## src/rtl/dbg_seq_pkg.sv

```systemverilog
// Shared types and constants for the debug RAM load/dump sequencer.
// Macro DBG_SEQ_CHECKSUM_EN (see debug_ram_sequencer) does not affect this package.
package dbg_seq_pkg;

    typedef enum logic [2:0] {
        IDLE      = 3'd0,
        LOAD      = 3'd1,
        DUMP_RD   = 3'd2,
        DUMP_WAIT = 3'd3,
        DUMP_OUT  = 3'd4,
        FIN       = 3'd5
    } seq_state_t;

    localparam logic MODE_LOAD = 1'b0;
    localparam logic MODE_DUMP = 1'b1;

    localparam logic SEL_DATA = 1'b0;
    localparam logic SEL_INST = 1'b1;

    localparam int DEFAULT_BRAMWORDS = 4096;

    // Word index -> byte address on a 32-bit bus, low two bits always zero.
    function automatic logic [31:0] word_to_byte(input logic [29:0] idx);
        return {idx, 2'b00};
    endfunction

endpackage

```

## src/rtl/debug_ram_sequencer.sv

```systemverilog
// Debug sequencer that loads a word stream into, or dumps a word stream out of,
// DataRAM/InstRAM through their second ports. Optional macro: DBG_SEQ_CHECKSUM_EN.
module debug_ram_sequencer
    import dbg_seq_pkg::*;
#(
    parameter int BRAMWORDS = DEFAULT_BRAMWORDS,
    parameter int CNT_W     = 13
) (
    input  logic             CPU_CLK,
    input  logic             CPU_RST_N,
    input  logic             start,
    input  logic             mode,
    input  logic             ram_sel,
    input  logic [31:0]      base_addr,
    input  logic [CNT_W-1:0] word_cnt,
    input  logic             abort,
    input  logic             in_valid,
    input  logic [31:0]      in_data,
    output logic             in_ready,
    output logic             out_valid,
    output logic [31:0]      out_data,
    output logic [31:0]      out_addr,
    input  logic             out_ready,
    output logic [31:0]      DataRAM_A2,
    output logic [31:0]      DataRAM_WD2,
    output logic [3:0]       DataRAM_WE2,
    input  logic [31:0]      DataRAM_RD2,
    output logic [31:0]      InstRAM_A2,
    output logic [31:0]      InstRAM_WD2,
    output logic [3:0]       InstRAM_WE2,
    input  logic [31:0]      InstRAM_RD2,
    output logic             busy,
    output logic             done,
    output logic             aborted,
    output logic             cpu_hold,
    output logic [31:0]      checksum
);

    localparam int AW = $clog2(BRAMWORDS);

    seq_state_t       r_state;
    seq_state_t       w_state_next;
    logic             r_sel;
    logic [AW-1:0]    r_idx;
    logic [CNT_W-1:0] r_cnt;
    logic [31:0]      r_out_data;
    logic [31:0]      r_out_addr;
    logic             r_aborted;

    logic        w_busy;
    logic        w_abort;
    logic        w_start;
    logic        w_beat;
    logic        w_hs;
    logic        w_last;
    logic        w_drive;
    logic [31:0] w_addr;
    logic [31:0] w_rd;
    logic [3:0]  w_we;
    logic        w_unused_addr_bits;

    assign w_busy  = (r_state != IDLE);
    assign w_abort = abort && w_busy;
    assign w_start = (r_state == IDLE) && start;
    assign w_last  = (r_cnt == CNT_W'(1));

    // Abort and reset both veto a beat so nothing reaches the RAM in that cycle.
    assign w_beat  = (r_state == LOAD) && in_valid && !abort && CPU_RST_N;
    assign w_hs    = (r_state == DUMP_OUT) && out_ready && !abort;

    assign w_drive = (r_state == LOAD) || (r_state == DUMP_RD) ||
                     (r_state == DUMP_WAIT) || (r_state == DUMP_OUT);
    assign w_addr  = word_to_byte(30'(r_idx));
    assign w_rd    = (r_sel == SEL_INST) ? InstRAM_RD2 : DataRAM_RD2;
    assign w_we    = w_beat ? 4'b1111 : 4'b0000;

    // Byte-lane bits and bits above the RAM size never affect addressing.
    assign w_unused_addr_bits = &{1'b0, base_addr[1:0], base_addr[31:AW+2]};

    always_comb begin
        w_state_next = r_state;
        case (r_state)
            IDLE: begin
                if (start) begin
                    if (word_cnt == '0)
                        w_state_next = FIN;
                    else if (mode == MODE_DUMP)
                        w_state_next = DUMP_RD;
                    else
                        w_state_next = LOAD;
                end
            end
            LOAD: begin
                if (w_beat && w_last)
                    w_state_next = FIN;
            end
            DUMP_RD:   w_state_next = DUMP_WAIT;
            DUMP_WAIT: w_state_next = DUMP_OUT;
            DUMP_OUT: begin
                if (w_hs)
                    w_state_next = w_last ? FIN : DUMP_RD;
            end
            FIN:       w_state_next = IDLE;
            default:   w_state_next = IDLE;
        endcase
        if (w_abort)
            w_state_next = IDLE;
    end

    always_ff @(posedge CPU_CLK) begin
        if (!CPU_RST_N)
            r_state <= IDLE;
        else
            r_state <= w_state_next;
    end

    always_ff @(posedge CPU_CLK) begin
        if (!CPU_RST_N) begin
            r_sel      <= SEL_DATA;
            r_idx      <= '0;
            r_cnt      <= '0;
            r_out_data <= '0;
            r_out_addr <= '0;
            r_aborted  <= 1'b0;
        end else begin
            r_aborted <= w_abort;
            if (w_start) begin
                r_sel <= ram_sel;
                r_idx <= base_addr[AW+1:2];
                r_cnt <= word_cnt;
            end else if (w_beat || w_hs) begin
                r_idx <= r_idx + AW'(1);
                r_cnt <= r_cnt - CNT_W'(1);
            end
            // RAM data for the address driven in DUMP_RD is valid during DUMP_WAIT.
            if ((r_state == DUMP_WAIT) && !abort) begin
                r_out_data <= w_rd;
                r_out_addr <= w_addr;
            end
        end
    end

`ifdef DBG_SEQ_CHECKSUM_EN
    logic [31:0] r_checksum;

    always_ff @(posedge CPU_CLK) begin
        if (!CPU_RST_N)
            r_checksum <= '0;
        else if (w_start)
            r_checksum <= '0;
        else if (w_beat)
            r_checksum <= r_checksum + in_data;
        else if (w_hs)
            r_checksum <= r_checksum + r_out_data;
    end

    assign checksum = r_checksum;
`else
    assign checksum = '0;
`endif

    assign in_ready  = (r_state == LOAD) && CPU_RST_N;
    assign out_valid = (r_state == DUMP_OUT);
    assign out_data  = r_out_data;
    assign out_addr  = r_out_addr;

    assign DataRAM_A2  = (w_drive && r_sel == SEL_DATA) ? w_addr : '0;
    assign DataRAM_WD2 = (w_beat && r_sel == SEL_DATA) ? in_data : '0;
    assign DataRAM_WE2 = (r_sel == SEL_DATA) ? w_we : 4'b0000;
    assign InstRAM_A2  = (w_drive && r_sel == SEL_INST) ? w_addr : '0;
    assign InstRAM_WD2 = (w_beat && r_sel == SEL_INST) ? in_data : '0;
    assign InstRAM_WE2 = (r_sel == SEL_INST) ? w_we : 4'b0000;

    assign busy     = w_busy;
    assign done     = (r_state == FIN) && !abort;
    assign aborted  = r_aborted;
    // The CPU stays held while the sequencer itself is held in reset.
    assign cpu_hold = w_busy || !CPU_RST_N;

endmodule
```

## config.mk

```make
export PLATFORM = sky130hd
export DESIGN_NAME = debug_ram_sequencer
export DESIGN_NICKNAME = d
export VERILOG_FILES = /design/src/rtl/dbg_seq_pkg.sv /design/src/rtl/debug_ram_sequencer.sv
export SDC_FILE = /design/constraint.sdc
export NUM_CORES = 1
export LEC_CHECK = 0
export ABC_AREA = 1
export BUFFER_PORTS_ARGS = -buffer_cell sky130_fd_sc_hd__buf_2
export CAP_MARGIN = 20
export CORE_AREA = 2 2 151 153
export CTS_CLUSTER_DIAMETER = 60
export DETAILED_ROUTE_END_ITERATION = 8
export DIE_AREA = 0 0 153 155
export PLACE_DENSITY = 0.54
export SLEW_MARGIN = 0
export SYNTH_ARGS = -nofsm -noshare
export SYNTH_HDL_FRONTEND = slang
export SYNTH_SLANG_ARGS = --single-unit
```

## constraint.sdc

```tcl
create_clock -name CPU_CLK -period 1.85 [get_ports CPU_CLK]
set_input_delay 0.2775 -clock CPU_CLK [delete_from_list [all_inputs] [get_ports CPU_CLK]]
set_output_delay 0.2775 -clock CPU_CLK [all_outputs]
set_load 0.01 [all_outputs]
```

==> flow_summary.toml <==
[run_status]
status = "finished, violations left"
violations = "negative setup slack"

[sta]
fmax_ghz = 0.504
grt_setup_unrepaired = "true"
hold_viol_final = 0
min_period_over_period_pct = 107
setup_slack_ns = -0.133
finClkSkew_ns = 0.0136
finalSetupViolations = 96
min_period_ns = 1.98
slew_viol_final = 0
tns_ns = -7.89
whs_ns = 0.195

[clock_network]
cts_max_level = 3
cts.sinks = 74
cts_buffers = 9
clock_latency_ns = 0.34
cts_tree = "yes"
hold_buffers = 0
root_buffer = "clkbuf_16"
cts_max_path_buffers = 2
cts.clk_slew.worst_paths_ns = 0.07

[worst_setup_path]
cpMostUsedCell = "buf_6"
cp.arrival_ns = 1.71
crit_chain = "inv_4 -> buf_6 -> o211ai_1 -> buf_4 -> nand2_4 -> clkbuf_16 -> nor2_4 -> buf_6"
crit_slowest_cell = "dfxtp_4"
slowest_delay_ns = 0.37
crit_fanout = 6
worstSetupStartpointType = "flip-flop"
worstPathRequired_ns = 1.57
r2r_cells = 10
critPathCaptureType = "primary output"
worstSetupPathType = "flip-flop to primary output"

[power_and_ir_drop]
power_w = 0.00773
leakage_nw = 3.96
p_per_area_nw_per_um2 = 1040
vdd.ir_drop.worst_v = 0.000510

[die]
core-area_sq_um = 22200
dieWidth_um = 153
std_cell_rows = 55
io_pins = 387
fp.dieH_um = 155
start_util_pct = 22.6
die_area_sq_um = 23700

[routing]
ant_nets = 0
wl_per_cell_um = 14.2
drt_iter0_markers = 268
routed_wl_mm = 19.2
drtPass1Iterations = 4
vias = 5685
via_per_inst = 4.19
drcViolationCount = 0

[placement]
finalWeightedCongestion = 0.803
dp_slack_ns = 0.0495
dp_hpwl_mm = 13.4
port-buffer-count = 274

[cells_and_area]
postLayoutCoreUtil_pct = 33.6
area_growth_pct = 48.4
layout-drive-gt1-share_pct = 38.4
antenna_cells = 0
final_common_cell = "buf_2"
nets = 1219
mostFrequentLayoutCells = "buf_2 (242), nand2_1 (178), conb_1 (92)"
nFillCells = 2449

[synth]
synthesis.instances = 794
synth.distinct_cells = 34
seq_area_frac_synth_pct = 29.4
syn_area_sq_um = 5030
synth_top_area_cell = "dfxtp_1"
avgSynthCellArea_sq_um = 6.34
yosys_warnings = 0
synthTopCellsByArea = "dfxtp_1 (29%), buf_4 (15%), nand2_1 (13%), nor2_1 (10%), inv_1 (5.9%)"
yosysTopAreaCellShare_pct = 29.4
synth_seq_cells = 74

[global_routing]
grt_pass1_vias = 5042
grt_max_degree = 79
grt-ovfl-total = 0
grtUsageTotal_pct = 14.8
grt_first_pass_wirelength_mm = 27.7
grt_antenna_before_repair = 0

[hold_path]
hold_depth = 3
min_path_type = "primary input to flip-flop"

[flow_run]
maxCapViolCount = 0
[path summary, 6_finish.rpt]
| path | from | to | slack (ns) |
|---|---|---|---|
| hold reg to reg | r_idx[0] | r_idx[0] | 0.51 |
| setup / recovery | r_state[2] | DataRAM_A2[12] | -0.13 |
| hold / removal | InstRAM_RD2[16] | out_data[16] | 0.19 |
| setup reg to reg | r_state[2] | r_cnt[10] | 0.12 |
[where the power goes]
group | internal (W) | total, W | switching [W]
combinational | 0.00128 | 0.00359 | 0.00230
clock | 0.00132 | 0.00209 | 0.000769
sequential | 0.00183 | 0.00205 | 0.000225
total | 0.00443 | 0.00773 | 0.00330
[registers in the layout, summed over array words and instances (netlist names)]
name / cells
out_data: 32
r_cnt: 13
out_addr: 12
r_idx: 12
r_state: 3
aborted: 1
r_sel: 1
[critical path: cells and delay by family, from the launching register on]
family,cells,cell delay [ns]
AND/OR/NAND/NOR,2,0.18
AO/OA/AOI/OAI,1,0.18
buffers and inverters,5,0.63
flip-flops,1,0.37
[stage by stage]
step	cells	area (sq um)
floorplan	885	5370
global placement	1325	6340
global route	1356	7470
finish	1356	7470
detailed placement	1325	6340
CTS	1355	6960
[cell usage after synthesis]
cell      count
nand2_1     180
nor2_1      135
buf_4       101
inv_1        79
dfxtp_1      74
o21ai_0      51
a31oi_1      40
nand3_1      25
a21oi_1      18
clkbuf_1     18
buf_2        11
xor2_1        9
inv_2         6
nor3_1        6
nor2_4        5
o21ai_1       4
buf_6         3
ha_1          3
nand4_1       3
a21boi_0      2
a21oi_2       2
buf_1         2
clkinv_1      2
nand2_4       2
nor2_2        2
o211ai_1      2
xnor2_1       2
conb_1        1
nand2_2       1
nand3_2       1
nand3_4       1
nor4_1        1
o31ai_1       1
or2_2         1
[cell families after synthesis]
logic type	Yosys count	share of synthesized area [%]
AND/OR/NAND/NOR	363	29.7
buffers and inverters	222	24.8
AO/OA/AOI/OAI	120	13.3
flip-flops	74	29.4
XOR/XNOR	11	1.91
adder cells (fa/ha/maj)	3	0.746
other	1	0.0745
[layer usage]
| layer | global-route usage, % | vias up | wire length, um |
|---|---|---|---|
| met1 | 20.0 | 2583 | 8690 |
| met4 | 3.35 | 0 | 199 |
| li1 | - | 2839 | - |
| met5 | 0 | - | 0 |
| met2 | 24.0 | 245 | 8930 |
| met3 | 3.62 | 18 | 1380 |
[cell type report]
class | count | area (sq um) | share of cell area, %
repair buffers | 301 | 1900 | 25.4
clock inverters | 6 | 115 | 1.54
inverters | 87 | 354 | 4.74
repair inverters | 4 | 62.6 | 0.838
multi-input cells | 590 | 2970 | 39.7
flip-flops and latches | 74 | 1490 | 19.9
clock buffers | 9 | 225 | 3.02
well taps | 285 | 357 | 4.77
[timing repair]
action	CTS	global route
setup buffers	9	0
resized for setup	50	119
setup endpoints to repair	97	98
pin swaps	4	3
gates cloned	6	1
Power figures use the tool's default switching activity.
